### src/rtl/i2c_cfg_pkg.sv
// Shared definitions for the I2C init sequencer: opcodes, FSM states and
// the field layout of one command-table word {op, dev, reg, data}.
package i2c_cfg_pkg;

  typedef enum logic [1:0] {
    OP_WRITE        = 2'd0,
    OP_WRITE_VERIFY = 2'd1,
    OP_DELAY        = 2'd2,
    OP_END          = 2'd3
  } op_e;

  typedef enum logic [3:0] {
    IDLE   = 4'd0,
    FETCH  = 4'd1,
    DECODE = 4'd2,
    WR     = 4'd3,
    RD     = 4'd4,
    CMP    = 4'd5,
    DLY    = 4'd6,
    RETRY  = 4'd7,
    DONE   = 4'd8,
    FAIL   = 4'd9
  } state_e;

  localparam int DATA_LSB = 0;
  localparam int REG_LSB  = 8;

  // Field positions above the register address depend on its width.
  function automatic int dev_lsb(input int reg_addr_w);
    return REG_LSB + reg_addr_w;
  endfunction

  function automatic int op_lsb(input int reg_addr_w);
    return REG_LSB + reg_addr_w + 8;
  endfunction

  function automatic int tbl_w(input int reg_addr_w);
    return 2 + 8 + reg_addr_w + 8;
  endfunction

endpackage

### src/rtl/i2c_cfg_delay.sv
// Loadable down-counter with a zero flag; paces DELAY table entries.
module i2c_cfg_delay #(
  parameter int W = 18
) (
  input  logic         clk,
  input  logic         rst_n,
  input  logic         load,
  input  logic [W-1:0] load_val,
  input  logic         en,
  output logic         zero
);

  logic [W-1:0] count;

  always_ff @(posedge clk or negedge rst_n) begin
    if (!rst_n) begin
      count <= '0;
    end else if (load) begin
      count <= load_val;
    end else if (en && (count != '0)) begin
      count <= count - 1'b1;
    end
  end

  assign zero = (count == '0);

endmodule

### src/rtl/i2c_init_sequencer.sv
// Walks an external command table and replays it as I2C master requests,
// with per-entry retry, delay entries and done/error reporting.
module i2c_init_sequencer
  import i2c_cfg_pkg::*;
#(
  parameter int DEPTH      = 64,
  parameter int REG_ADDR_W = 8,
  parameter int MAX_RETRY  = 2,
  parameter int DELAY_UNIT = 1000
) (
  input  logic                          clk,
  input  logic                          rst_n,
  input  logic                          start,
  output logic                          busy,
  output logic                          done,
  output logic                          error,
  output logic [7:0]                    err_index,
  output logic [$clog2(DEPTH)-1:0]      tbl_addr,
  input  logic [2+8+REG_ADDR_W+8-1:0]   tbl_data,
  output logic                          i2c_write_req,
  output logic                          i2c_read_req,
  input  logic                          i2c_write_req_ack,
  input  logic                          i2c_read_req_ack,
  output logic [7:0]                    i2c_slave_dev_addr,
  output logic [REG_ADDR_W-1:0]         i2c_slave_reg_addr,
  output logic [7:0]                    i2c_write_data,
  input  logic [7:0]                    i2c_read_data,
  input  logic                          i2c_error,
  output state_e                        dbg_state
);

  localparam int IDX_W   = $clog2(DEPTH);
  localparam int DEV_LSB = dev_lsb(REG_ADDR_W);
  localparam int OP_LSB  = op_lsb(REG_ADDR_W);
  localparam int CNT_W   = $clog2(255 * DELAY_UNIT + 1);

  state_e             state;
  logic [IDX_W-1:0]   index;
  logic [2:0]         retry_cnt;
  op_e                op_q;
  logic [7:0]         rd_data;
  op_e                tbl_op;
  logic [CNT_W-1:0]   dly_val;
  logic               dly_load;
  logic               dly_zero;
  logic               entry_ok;

  assign tbl_addr  = index;
  assign dbg_state = state;
  assign tbl_op    = op_e'(tbl_data[OP_LSB +: 2]);
  assign dly_val   = CNT_W'(tbl_data[DATA_LSB +: 8]) * CNT_W'(DELAY_UNIT);
  assign dly_load  = (state == DECODE) && (tbl_op == OP_DELAY);

  i2c_cfg_delay #(.W(CNT_W)) u_delay (
    .clk      (clk),
    .rst_n    (rst_n),
    .load     (dly_load),
    .load_val (dly_val),
    .en       (state == DLY),
    .zero     (dly_zero)
  );

  // Handshake: a req rises with its operands stable and stays high until the
  // matching ack is sampled while req is high; req drops on the next cycle.
  // An ack seen while req is low means nothing and is ignored.
  always_comb begin
    entry_ok = 1'b0;
    case (state)
      WR:  entry_ok = i2c_write_req && i2c_write_req_ack && !i2c_error &&
                      (op_q != OP_WRITE_VERIFY);
      CMP: entry_ok = (rd_data == i2c_write_data);
      DLY: entry_ok = dly_zero;
      default: entry_ok = 1'b0;
    endcase
  end

  always_ff @(posedge clk or negedge rst_n) begin
    if (!rst_n) begin
      state              <= IDLE;
      index              <= '0;
      retry_cnt          <= '0;
      op_q               <= OP_WRITE;
      rd_data            <= '0;
      busy               <= 1'b0;
      done               <= 1'b0;
      error              <= 1'b0;
      err_index          <= '0;
      i2c_write_req      <= 1'b0;
      i2c_read_req       <= 1'b0;
      i2c_slave_dev_addr <= '0;
      i2c_slave_reg_addr <= '0;
      i2c_write_data     <= '0;
    end else begin
      case (state)
        IDLE, DONE, FAIL: begin
          if (start) begin
            done      <= 1'b0;
            error     <= 1'b0;
            busy      <= 1'b1;
            index     <= '0;
            retry_cnt <= '0;
            state     <= FETCH;
          end
        end
        FETCH: state <= DECODE;
        DECODE: begin
          i2c_slave_dev_addr <= tbl_data[DEV_LSB +: 8];
          i2c_slave_reg_addr <= tbl_data[REG_LSB +: REG_ADDR_W];
          i2c_write_data     <= tbl_data[DATA_LSB +: 8];
          op_q               <= tbl_op;
          case (tbl_op)
            OP_WRITE, OP_WRITE_VERIFY: begin
              i2c_write_req <= 1'b1;
              state         <= WR;
            end
            OP_DELAY: state <= DLY;
            default: begin
              done  <= 1'b1;
              busy  <= 1'b0;
              state <= DONE;
            end
          endcase
        end
        WR: begin
          if (i2c_write_req && i2c_write_req_ack) begin
            i2c_write_req <= 1'b0;
            if (i2c_error) begin
              state <= RETRY;
            end else if (op_q == OP_WRITE_VERIFY) begin
              i2c_read_req <= 1'b1;
              state        <= RD;
            end
          end
        end
        RD: begin
          if (i2c_read_req && i2c_read_req_ack) begin
            i2c_read_req <= 1'b0;
            rd_data      <= i2c_read_data;
            state        <= i2c_error ? RETRY : CMP;
          end
        end
        CMP: begin
          if (rd_data != i2c_write_data) state <= RETRY;
        end
        DLY: ;
        RETRY: begin
          if (retry_cnt < 3'(MAX_RETRY)) begin
            retry_cnt <= retry_cnt + 1'b1;
            state     <= FETCH;
          end else begin
            err_index <= 8'(index);
            error     <= 1'b1;
            busy      <= 1'b0;
            state     <= FAIL;
          end
        end
        default: state <= IDLE;
      endcase

      // A finished entry moves on, or ends the run after the last table slot.
      if (entry_ok) begin
        retry_cnt <= '0;
        if (index == IDX_W'(DEPTH - 1)) begin
          done  <= 1'b1;
          busy  <= 1'b0;
          state <= DONE;
        end else begin
          index <= index + 1'b1;
          state <= FETCH;
        end
      end
    end
  end

endmodule

### config.mk
export PLATFORM = sky130hd
export DESIGN_NAME = i2c_init_sequencer
export DESIGN_NICKNAME = d
export VERILOG_FILES = /design/src/rtl/i2c_cfg_pkg.sv /design/src/rtl/i2c_cfg_delay.sv /design/src/rtl/i2c_init_sequencer.sv
export SDC_FILE = /design/constraint.sdc
export NUM_CORES = 1
export LEC_CHECK = 0
export ABC_AREA = 1
export ABC_CLOCK_PERIOD_IN_PS = 2600
export BUFFER_PORTS_ARGS = -buffer_cell sky130_fd_sc_hd__buf_4
export CAP_MARGIN = 40
export CORE_AREA = 2 2 122 124
export DETAILED_ROUTE_END_ITERATION = 8
export DIE_AREA = 0 0 124 126
export HOLD_SLACK_MARGIN = 0.1
export PLACE_DENSITY_LB_ADDON = 0.2
export SYNTH_ARGS = -nofsm -noshare
export SYNTH_HDL_FRONTEND = slang
export SYNTH_SLANG_ARGS = --single-unit
export TNS_END_PERCENT = 20
### constraint.sdc
create_clock -name clk -period 2.6 [get_ports clk]
set_input_delay 0.78 -clock clk [delete_from_list [all_inputs] [get_ports clk]]
set_output_delay 0.78 -clock clk [all_outputs]
set_load 0.05 [all_outputs]
# --- Yosys cells after proc, flatten, opt, wreduce, memory -nomap -nowiden ---
# Cells that the tools add are included.
totals:
  register_bits: 76
  elab_cells: 122
op_classes:
  add_sub_neg: 3
  multipliers: 1
  order_cmp: 1
  eq_ne: 30
  mux: 45
  n_bitwise: 1
  n_reduce_logical: 26
ops:
  columns: ["operator", "count"]
  rows:
  - ["two-way mux 18 bit", 2]
  - ["two-way mux 4 bit", 9]
  - ["one-hot mux 4 bit (8 select lines)", 1]
  - ["two-way mux 6 bit", 4]
  - ["logical NOT 18 bit", 1]
  - ["nonzero test 18 bit", 1]
  - ["subtractor 18 x 1 -> 18 bit (second input constant)", 1]
  - ["two-way mux 1 bit", 17]
  - ["== test 4 x 3 -> 1 bit (second input constant)", 4]
  - ["multiplier 8 x 7 -> 15 bit (second input constant)", 1]
  - ["!= test 3 bit (second input constant)", 5]
  - ["!= test 2 bit (second input constant)", 7]
  - ["two-way mux 3 bit", 3]
  - ["AND reduction 3 bit", 3]
  - ["== test 4 x 2 -> 1 bit (second input constant)", 2]
  - ["== test 4 bit (second input constant)", 2]
  - ["== test 8 bit", 1]
  - ["!= test 8 bit", 1]
  - ["one-hot mux 1 bit (2 select lines)", 4]
  - ["one-hot mux 4 bit (2 select lines)", 1]
  - ["nonzero test 2 bit", 4]
  - ["adder 6 x 1 -> 6 bit (second input constant)", 1]
  - ["== test 6 bit (second input constant)", 1]
  - ["logical AND 1 bit", 6]
  - ["20 further kinds", 25]

# --- Depth between registers and ports, before layout ---
# Gate-level depths: netlist (run 1).
depth:
  depth_word: 6
  ltp_mapped: 18
  depth_no_buf: 18

# --- Hierarchy ---
# A second synthesis (run 1) with hierarchy kept.
unflattened:
  cells_unflattened: 735
  hier_area_um2: 5665.4
by_module_without_submodules:
  columns: ["module", "n_inst", "cells_each", "area_each_um2", "seq_area_each_um2"]
  rows:
  - ["i2c_init_sequencer", 1, 516, 4236.6, 1451.4]
  - ["i2c_cfg_delay", 1, 219, 1428.9, 450.4]

# --- Least setup slack after synthesis (run 1) ---
# Ideal clock, no wire load.
synth_path:
  path_kind: "in2reg"
  start: "input tbl_data[1]"
  end: "register u_delay.count[12]"
  arrival_ns: 3.883
  required_time_ns: 2.535
  setup_slack_ns: -1.348
  stages: 16
  path_buffers: 0
  path_cell_list: "fa_1 -> inv_1 -> fa_1 -> fa_1 -> fa_1 -> inv_1 -> ha_1 -> nand2_1 -> inv_1 -> nand2_1 -> nand2_1 -> o21ai_0 -> nand2_1 -> o21ai_0 -> nand2_1 -> nand2_1"
synth_via:
  elab_chain_cells: 2
synth_lines:
  columns: ["element", "line", "source"]
  rows:
  - ["start, declared", "i2c_init_sequencer.sv:19", "input logic [2+8+REG_ADDR_W+8-1:0] tbl_data,"]
  - ["multiplier 8 x 7 -> 15 bit", "i2c_init_sequencer.sv:51", "assign dly_val = CNT_W'(tbl_data[DATA_LSB +: 8]) * CNT_W'(DELAY_UNIT);"]
  - ["two-way mux 18 bit", "i2c_cfg_delay.sv:18", "end else if (load) begin"]
  - ["end signal, assigned", "i2c_cfg_delay.sv:19", "count <= load_val;"]
  - ["end signal, assigned", "i2c_cfg_delay.sv:21", "count <= count - 1'b1;"]
  - ["end, declared", "i2c_cfg_delay.sv:13", "logic [W-1:0] count;"]
# No other way between the ends.
# A chain may end at the register's enable or synchronous reset.

# --- Final worst setup path (run 1) ---
layout_path:
  start: "input tbl_data[3]"
  end: "register u_delay.count[11]"
# The elaborated chain is that of the path after synthesis.

==> reports/results.ini, run 1 <==
[status]
status=complete, but fails checks
violations=setup timing

[sta]
finalWorstSetupSlack_ns=-1.03
totalNegativeSetupSlack_ns=-9.47
skew_ns=0.0110
slew_headroom=0.515
tightest_slew_ns=0.728
hold_viol=0
max_freq_ghz=0.275
min_period_ns=3.63
finalMaxSlewViolations=0
rsz0062_at_grt=true
setup_violations=10
period_share=1.40

[setup_path]
cp.buffers_inverters=4
end_kind=flop
crit_family=adder cells
crit_slowest_cell=fa_1
crit_end=u_delay.count[11]
crit_path_start=tbl_data[3]
cp_common_cell=nand2_1
regToRegSetupSlack_ns=0.60
crit_type=input pin to flop
crit_fanout=4
startpoint_type=input pin
crit_path_max_incr_delay_ns=0.52
r2r_start=dbg_state[2]
crit_required_ns=2.89
crit_path_cell_trace=buf_8 > fa_1 > inv_1 > fa_1 > fa_1 > fa_1 > inv_2 > ha_4 > nand2_2 > inv_2 > nand2_1 > nand2_1 > xor2_1 > nand2_1 > nand2_1 > nand2_1 > nand2_1
worstPathArrival_ns=3.92
r2r_cells=10
worst-path-stages=17
r2r-end=u_delay.count[7]

[layout]
layout.nets=971
filler_cell_count=1424
drive_above_1_share=0.242
final_cell_mix=nand2_1 (237), buf_4 (125), inv_1 (95)
synthToLayoutAreaGrowth_pct=30.1
diodes=0
fin_util=0.510
final_area_mm2=0.00730
final_common_cell=nand2_1

[synth]
yosysSeqAreaShare=0.339
synth_simple_gate_area_frac=0.292
synthMuxAreaShare=0.00201
syn_inst=740
synthAdderAreaFrac=0.169
ys_warn_count=0
async_flop_share=1.00
synth_compound_area_frac=0.0783
synth-edff-count=0
synth_flop_cell=dfrtp_1
synth_top_family_by_area=simple AND/OR/NAND/NOR gates
ys_types=45
ys_seq_elements=76
syn_area_per_cell_um2=7.58
synthXorXnorAreaFrac=0.0297
syn_area_mm2=0.00561

[die]
coreArea_mm2=0.0143
ioPinCount=87
die-area_mm2=0.0156
die_w_um=124
initial_utilization=0.392
rows=44
die_y_um=126

[global_routing]
track_usage=0.188
grt_pass1_vias=4875
grt_start_max_net_pins=58
grt_pass1_wl_um=23200
antenna_found_initial=0
gr-total-overflow=0

[detailed_routing]
wl_met2_um=6460
top_layer_used=met4
routed-via-count=5012
met1_length_um=6810
detail_route.wl_per_cell_um=13.2
first_iter_violations=288
drcViolationCount=0
viasPerCell=4.74
drt-pass1-iter-count=5
finalWirelength_um=13900
dr_wl_met3_um=440
ant_nets=0

[placed_design]
place_area_mm2=0.00676
pre_cts_ws_ns=-1.47
routabilityCongestion=0.868
place_hpwl_um=10800
port_buffers=84

[pwr]
power.total_w=0.00866
vdd.ir_drop.worst_mv=0.496
power.density_mw_per_mm2=1190
p_leak_nw=3.82

[clocking]
worstSkewPairLatency_ns=0.35
cts_buffers=9
holdBufCountCts=0
htree_levels=3
clk_pin_slew_ns=0.07
cts_tree=built
cts_sinks=76
root_buffer=clkbuf_16
cts_buffer_depth=2

[worst_hold_path]
holdCritPathClass=flop to flop

[job]
maxCapViolations=0

==> metrics by stage <==
stage | instances | hold WS (ns)
2_1_floorplan | 741 | 0.462
3_3_place_gp | 1039 | 0.455
3_5_place_dp | 1039 | 0.461
4_1_cts | 1056 | 0.478
5_1_grt | 1057 | 0.504
6_report | 1057 | 0.475
==> worst min-delay path: stages (launching register included) <==
cell,delay (ns)
dfrtp_1,0.34
nand2_1,0.05
nand2_1,0.05
==> worst min-delay path by stage <==
stage | startpoint | end | cells after the start
2_1_floorplan | rd_data[3] | rd_data[3] | 2
3_3_place_gp | i2c_slave_dev_addr[3] | i2c_slave_dev_addr[3] | 2
3_5_place_dp | i2c_slave_dev_addr[3] | i2c_slave_dev_addr[3] | 2
4_1_cts | i2c_slave_dev_addr[3] | i2c_slave_dev_addr[3] | 2
5_1_grt | i2c_slave_reg_addr[7] | i2c_slave_reg_addr[7] | 2
6_report | i2c_slave_dev_addr[3] | i2c_slave_dev_addr[3] | 2
==> cell usage after synthesis, types with 2 or more instances <==
library cell | number | share of area
nand2_2 | 2 | 0.0022
inv_1 | 101 | 0.068
nand3_1 | 36 | 0.032
a21oi_1 | 12 | 0.011
nand2_1 | 248 | 0.17
a32oi_1 | 2 | 0.0031
nand4_1 | 7 | 0.0078
buf_2 | 5 | 0.0045
dfrtp_1 | 76 | 0.34
fa_1 | 21 | 0.075
buf_6 | 3 | 0.0060
xnor2_1 | 6 | 0.0094
o22ai_1 | 2 | 0.0022
inv_4 | 2 | 0.0022
xor2_1 | 13 | 0.020
nor2_4 | 4 | 0.0080
o211ai_1 | 7 | 0.0094
o21ai_1 | 9 | 0.0080
a31oi_1 | 2 | 0.0022
nor2_1 | 67 | 0.045
inv_2 | 4 | 0.0027
a21oi_2 | 2 | 0.0031
ha_1 | 42 | 0.094
o21ai_0 | 35 | 0.031
clkbuf_1 | 2 | 0.0013
o31ai_1 | 3 | 0.0040
buf_4 | 4 | 0.0054
nor3_1 | 6 | 0.0054
==> cell families (layout without fill, tap and decap cells) <==
logic type / Yosys count / in the layout
fa+ha+maj: 63 / 63
xor+xnor: 19 / 19
buf+inv: 121 / 253
compound gates: 77 / 77
other cells: 1 / 2
simple gates: 382 / 382
flops: 76 / 76
mux: 1 / 1
==> flip-flops by register name, summed over array words and instances (netlist names), 2 cells and up <==
| name | cells |
|---|---|
| u_delay.count | 18 |
| i2c_slave_dev_addr | 8 |
| i2c_slave_reg_addr | 8 |
| i2c_write_data | 8 |
| rd_data | 8 |
| err_index | 6 |
| tbl_addr | 6 |
| dbg_state | 4 |
| retry_cnt | 3 |
| op_q | 2 |
==> final cells by class <==
type                       count  area (um^2)  share of cell area
multi-input combinational    544         3460               0.475
sequential                    76         1900               0.261
timing repair buffer         130          998               0.137
inverter                     107          410              0.0563
tap                          184          230              0.0316
clock buffer                   9          225              0.0309
clock inverter                 7         65.1             0.00892
==> power by group <==
part | leakage [nW] | internal (W) | switching [W]
Clock | 0.141 | 0.000672 | 0.000575
Sequential | 0.957 | 0.00166 | 0.000414
Combinational | 2.72 | 0.00201 | 0.00334
Total | 3.82 | 0.00433 | 0.00433
==> metal layers <==
layer,up-vias,track usage
met4,0,0.0582
li1,2582,-
met2,76,0.303
met1,2342,0.261
met3,12,0.0272
met5,-,0
==> what timing repair did <==
| item | in CTS | in global routing |
|---|---|---|
| pin swaps | 14 | 10 |
| gates resized for setup | 27 | 21 |
| buffers inserted | 1 | 1 |
| endpoints found under the hold margin | 0 | 0 |
| setup endpoints to repair | 11 | 11 |
(Power assumes the default switching activity.)
==> inputs of run 2 (changes only) <==
- HOLD_SLACK_MARGIN: 0.1 -> 0.06
- TNS_END_PERCENT: 20 -> 100
==> run 2 against run 1 <==
  * The flow still finishes with violations (setup timing)
  * Utilization up 0.29 points
  * Via count down 0.78%
  * Critical endpoint is now u_delay.count[9]
  * Clock power about the same
  * Non-clock buffer count down 4
  * Flip-flop and latch count unchanged
  * Highest routed layer unchanged
  * Global-route usage down 0.063 points
  * Setup slack worse by 0.057 ns
==> reports/results.ini, run 2 (synthesized netlist as in run 1, its figures left out) <==
[die]
die_w_um=124  ; unchanged
rows=44  ; unchanged
coreArea_mm2=0.0143  ; unchanged
die_y_um=126  ; unchanged
ioPinCount=87  ; unchanged
die-area_mm2=0.0156  ; unchanged
initial_utilization=0.392  ; unchanged

[setup_path]
crit_slowest_cell=fa_1  ; unchanged
crit_path_start=tbl_data[0]  ; was tbl_data[3]
r2r_start=u_delay.count[0]  ; was dbg_state[2]
crit_type=input pin to flop  ; unchanged
crit_fanout=5  ; was 4
crit_path_cell_trace=buf_6 > fa_1 > xor2_1 > ha_1 > inv_2 > fa_1 > fa_1 > inv_2 > ha_4 > buf_4 > buf_6 > xor2_2 > nand2_1 > o31ai_1 > nand2_1 > nand2_1  ; was buf_8 > fa_1 > inv_1 > fa_1 > fa_1 > fa_1 > inv_2 > ha_4 > nand2_2 > inv_2 > nand2_1 > nand2_1 > xor2_1 > nand2_1 > nand2_1 > nand2_1 > nand2_1
r2r_cells=10  ; unchanged
crit_required_ns=2.83  ; was 2.89 ns
crit_path_max_incr_delay_ns=0.54  ; was 0.52 ns
worstPathArrival_ns=3.92  ; about the same
startpoint_type=input pin  ; unchanged
end_kind=flop  ; unchanged

[layout]
fin_util=0.513  ; was 0.510
drive_above_1_share=0.244  ; was 0.242
max_flop_register=u_delay.count  ; unchanged
diodes=0  ; unchanged
final_cell_mix=nand2_1 (234), buf_4 (116), inv_1 (94)  ; was nand2_1 (237), buf_4 (125), inv_1 (95)
final_cell_count_no_fill=1053  ; was 1057
synthToLayoutAreaGrowth_pct=30.9  ; was 30.1%
final_common_cell=nand2_1  ; unchanged
largest_reg_flops=18  ; unchanged
layout.nets=967  ; was 971

[status]
violations=setup timing  ; unchanged
status=complete, but fails checks  ; unchanged

[clocking]
cts_buffers=9  ; unchanged
cts_sinks=76  ; unchanged
holdBufCountCts=0  ; unchanged
clk_pin_slew_ns=0.06  ; was 0.07 ns
cts_tree=built  ; unchanged
root_buffer=clkbuf_16  ; unchanged
htree_levels=3  ; unchanged
worstSkewPairLatency_ns=0.35  ; about the same
cts_buffer_depth=2  ; unchanged

[global_routing]
grt_start_max_net_pins=39  ; was 58
grt_pass1_vias=4844  ; was 4875
gr-total-overflow=0  ; unchanged
antenna_found_initial=0  ; unchanged
grt_pass1_wl_um=23200  ; about the same
track_usage=0.187  ; was 0.188

[detailed_routing]
ant_nets=0  ; unchanged
finalWirelength_um=13500  ; was 13900 um
first_iter_violations=280  ; was 288
viasPerCell=4.72  ; was 4.74
detail_route.wl_per_cell_um=12.8  ; was 13.2 um
drt-pass1-iter-count=4  ; was 5
drcViolationCount=0  ; unchanged
routed-via-count=4973  ; was 5012

[sta]
slew_headroom=0.635  ; was 0.515
skew_ns=0.00988  ; was 0.0110 ns
hold_slack_ns=0.283  ; was 0.475 ns
period_share=1.42  ; was 1.40
hold_viol=0  ; unchanged
max_freq_ghz=0.271  ; was 0.275 GHz
rsz0062_at_grt=true  ; unchanged
totalNegativeSetupSlack_ns=-9.94  ; was -9.47 ns
tightest_slew_ns=0.544  ; was 0.728 ns
finalMaxSlewViolations=0  ; unchanged
min_period_ns=3.69  ; was 3.63 ns
finalWorstSetupSlack_ns=-1.09  ; was -1.03 ns
setup_violations=10  ; unchanged

[worst_hold_path]
holdCritPathClass=input pin to async pin  ; was flop to flop

[pwr]
power.total_w=0.00868  ; was 0.00866 W
vdd.ir_drop.worst_mv=0.600  ; was 0.496 mV
power.density_mw_per_mm2=1180  ; was 1190 mW/mm^2
p_leak_nw=3.83  ; was 3.82 nW

[job]
maxCapViolations=0  ; unchanged

[placed_design]
routabilityCongestion=0.852  ; was 0.868
port_buffers=84  ; unchanged
dp_cells=1035  ; was 1039
place_hpwl_um=10600  ; was 10800 um

==> run 2: cell types whose count changed in the layout (fill, tap and decap cells not counted), moves of 2 or more <==
| cell | before | now |
|---|---|---|
| buf_6 | 4 | 6 |
| buf_12 | 0 | 2 |
| buf_4 | 125 | 116 |
| nand2_1 | 237 | 234 |
| inv_8 | 2 | 0 |
| nand2_2 | 9 | 12 |
==> run 2: repair_timing <==
| action | 4_1_cts | 5_1_grt |
|---|---|---|
| buffers inserted | 2 | 0 |
| pin swaps | 20 | 22 |
| cloned | 0 | 0 |
| resized for setup | 19 | 26 |
| setup endpoints to repair | 10 | 10 |
==> run 2: path summary, 6_finish.rpt <==
path	slack, ns	end
worst min-delay path	0.28	rd_data[4]
worst min register to register	0.47	i2c_slave_dev_addr[0]
min in group clk	0.47	i2c_slave_dev_addr[0]
worst max register to register	0.56	u_delay.count[13]
worst max-delay path	-1.09	u_delay.count[9]
max in group asynchronous	1.71	u_delay.count[13]
==> run 2: per-stage QoR <==
stage / cell area (um^2) / setup WS [ns]
final: 7340 / -1.09
after global routing: 7340 / -1.25
after CTS: 7230 / -1.07
after detailed placement: 6840 / -1.46
after global placement: 6840 / -1.44
after floorplan: 5750 / -1.17
==> run 2: report_power, final <==
part	switching [W]	internal [W]
combinational	0.00335	0.00202
sequential	0.000415	0.00166
clock	0.000569	0.000670
==> run 2: layout make-up <==
cell class | instances | area [um^2]
fillers | 1417 | 6980
multi-input cells | 544 | 3490
flip-flops and latches | 76 | 1900
repair buffers | 126 | 1010
inverters | 107 | 410
well taps | 184 | 230
clock buffers | 9 | 225
clock inverters | 7 | 67.6
==> run 2: metal layers <==
metal  GRT usage  up-vias  share of wire  routed length, um
met3      0.0285       18          0.031                422
met2       0.297       74           0.47               6280
met4      0.0615        0          0.016                222
met5           0        -              0                  0
met1       0.262     2303           0.49               6560
li1            -     2578              -                  -
==> run 2: worst max-delay path: cells and delay by family <==
| family | cells | cell delay, ns |
|---|---|---|
| xor+xnor | 2 | 0.32 |
| buf+inv | 5 | 0.45 |
| compound gates | 1 | 0.08 |
| fa+ha+maj | 5 | 2.10 |
| simple gates | 3 | 0.21 |
==> inputs of run 3 (changes only) <==
- ABC_CLOCK_PERIOD_IN_PS: 2600 -> 4200
- clock period: 2.6 -> 4.2 ns (I/O delays scaled with it)
==> run 3 against run 2 <==
  * The run still ends with setup timing left
  * Critical endpoint is now u_delay.count[16]
  * Highest routed layer unchanged
  * Critical path depth rose by 2
  * Non-clock buffer count fell by 10
  * Design area fell by 2.4%
  * Utilization fell by 1.2 points
==> reports/results.ini, run 3 (synthesized netlist as in run 1, its figures left out) <==
[status]
status=complete, but fails checks  ; unchanged
violations=setup timing  ; unchanged

[setup_path]
startpoint_type=input pin  ; unchanged
crit_required_ns=4.48  ; was 2.83 ns
end_kind=flop  ; unchanged
crit_type=input pin to flop  ; unchanged
worstPathArrival_ns=4.48  ; was 3.92 ns
crit_fanout=4  ; was 5

[global_routing]
track_usage=0.188  ; was 0.187
gr-total-overflow=0  ; unchanged
antenna_found_initial=0  ; unchanged
grt_start_max_net_pins=41  ; was 39
grt_pass1_wl_um=23200  ; about the same
grt_pass1_vias=4909  ; was 4844

[detailed_routing]
finalWirelength_um=13600  ; was 13500 um
viasPerCell=4.70  ; was 4.72
routed-via-count=4907  ; was 4973
drt-pass1-iter-count=4  ; unchanged
ant_nets=0  ; unchanged
drcViolationCount=0  ; unchanged
detail_route.wl_per_cell_um=13.0  ; was 12.8 um
first_iter_violations=274  ; was 280

[die]
ioPinCount=87  ; unchanged
die_y_um=126  ; unchanged
coreArea_mm2=0.0143  ; unchanged
die_w_um=124  ; unchanged
rows=44  ; unchanged
die-area_mm2=0.0156  ; unchanged
initial_utilization=0.392  ; unchanged

[sta]
min_period_ns=4.20
rsz0062_at_grt=true  ; unchanged
period_share=1.00
slew_headroom=0.460  ; was 0.635
hold_viol=0  ; unchanged
tightest_slew_ns=0.806  ; was 0.544 ns
finalWorstSetupSlack_ns=-0.000222  ; was -1.09 ns
max_freq_ghz=0.238
finalMaxSlewViolations=0  ; unchanged
setup_violations=1  ; was 10
skew_ns=0.00557  ; was 0.00988 ns

[clocking]
cts_buffer_depth=2  ; unchanged
root_buffer=clkbuf_16  ; unchanged
cts_sinks=76  ; unchanged
cts_buffers=9  ; unchanged
htree_levels=3  ; unchanged
worstSkewPairLatency_ns=0.35  ; about the same
holdBufCountCts=0  ; unchanged
cts_tree=built  ; unchanged
clk_pin_slew_ns=0.06  ; about the same
post_cts_buffers=0  ; was 2
cts_resized=0  ; was 19

[pwr]
vdd.ir_drop.worst_mv=0.258  ; was 0.600 mV
power.total_w=0.00532  ; was 0.00868 W
power.density_mw_per_mm2=742  ; was 1180 mW/mm^2
p_leak_nw=3.77  ; was 3.83 nW

[layout]
final_cell_mix=nand2_1 (230), buf_4 (113), inv_1 (95)  ; was nand2_1 (234), buf_4 (116), inv_1 (94)
max_flop_register=u_delay.count  ; unchanged
synthToLayoutAreaGrowth_pct=27.7  ; was 30.9%
final_area_mm2=0.00716  ; was 0.00734 mm^2
final_common_cell=nand2_1  ; unchanged
final_cell_count_no_fill=1043  ; was 1053
diodes=0  ; unchanged
fin_util=0.500  ; was 0.513
layout.nets=957  ; was 967
largest_reg_flops=18  ; unchanged
drive_above_1_share=0.235  ; was 0.244

[worst_hold_path]
holdCritPathClass=flop to flop  ; was input pin to async pin

[placed_design]
routabilityCongestion=0.828  ; was 0.852
place_hpwl_um=10600  ; about the same
port_buffers=84  ; unchanged
place_area_mm2=0.00671  ; was 0.00684 mm^2
dp_cells=1027  ; was 1035

[job]
maxCapViolations=0  ; unchanged

-- run 3: metrics by stage --
| step | setup WS (ns) | TNS, ns | hold WS, ns |
|---|---|---|---|
| after floorplan | -0.0467 | -0.204 | 0.462 |
| after global placement | -0.322 | -2.69 | 0.458 |
| after detailed placement | -0.353 | -2.91 | 0.461 |
| after CTS | 0.00810 | 0 | 0.478 |
| after global routing | -0.172 | -0.922 | 0.503 |
| final | -0.000222 | -0.000222 | 0.473 |
-- run 3: routing by layer --
layer | GRT usage | part of all wire | up-vias
met5 | 0 | 0 | -
met2 | 0.293 | 0.47 | 69
li1 | - | - | 2552
met1 | 0.266 | 0.50 | 2278
met4 | 0.0502 | 0.011 | 0
met3 | 0.0399 | 0.026 | 8
-- run 3: cell type report --
| type | instances | area (um^2) |
|---|---|---|
| Inverter | 107 | 410 |
| Sequential cell | 76 | 1900 |
| Clock inverter | 7 | 65.1 |
| Multi-Input combinational cell | 544 | 3420 |
| Fill cell | 1437 | 7150 |
| Timing Repair Buffer | 116 | 903 |
| Tap cell | 184 | 230 |
| Clock buffer | 9 | 225 |
-- run 3: power by group --
part	leakage (nW)	switching, W	internal (W)	total [W]
Combinational	2.68	0.00207	0.00120	0.00327
Sequential	0.957	0.000253	0.00103	0.00128
Clock	0.141	0.000355	0.000416	0.000771
-- run 3: worst paths after layout --
check / startpoint / endpoint / slack [ns] / cells after the start
setup reg to reg: dbg_state[2] / u_delay.count[7] / 1.73 / 11
setup / recovery: tbl_data[3] / u_delay.count[16] / -0.0002 / 18
min in group asynchronous: rst_n / rd_data[4] / 0.88 / 1
hold / removal: i2c_slave_dev_addr[5] / i2c_slave_dev_addr[5] / 0.47 / 2
max in group asynchronous: rst_n / u_delay.count[10] / 2.74 / 2
hold reg to reg: i2c_slave_dev_addr[5] / i2c_slave_dev_addr[5] / 0.47 / 2
-- run 3: worst max-delay path, stage by stage --
cell     delay [ns]
buf_4          0.12
fa_1           0.53
inv_1          0.05
fa_1           0.46
fa_1           0.48
fa_1           0.51
inv_2          0.05
ha_4           0.30
nand2_4        0.08
inv_2          0.05
nand2_2        0.05
nand2_2        0.10
nand2_2        0.08
nand3_2        0.06
nand2_1        0.05
nand2_1        0.05
nand2_1        0.06
a21oi_2        0.14
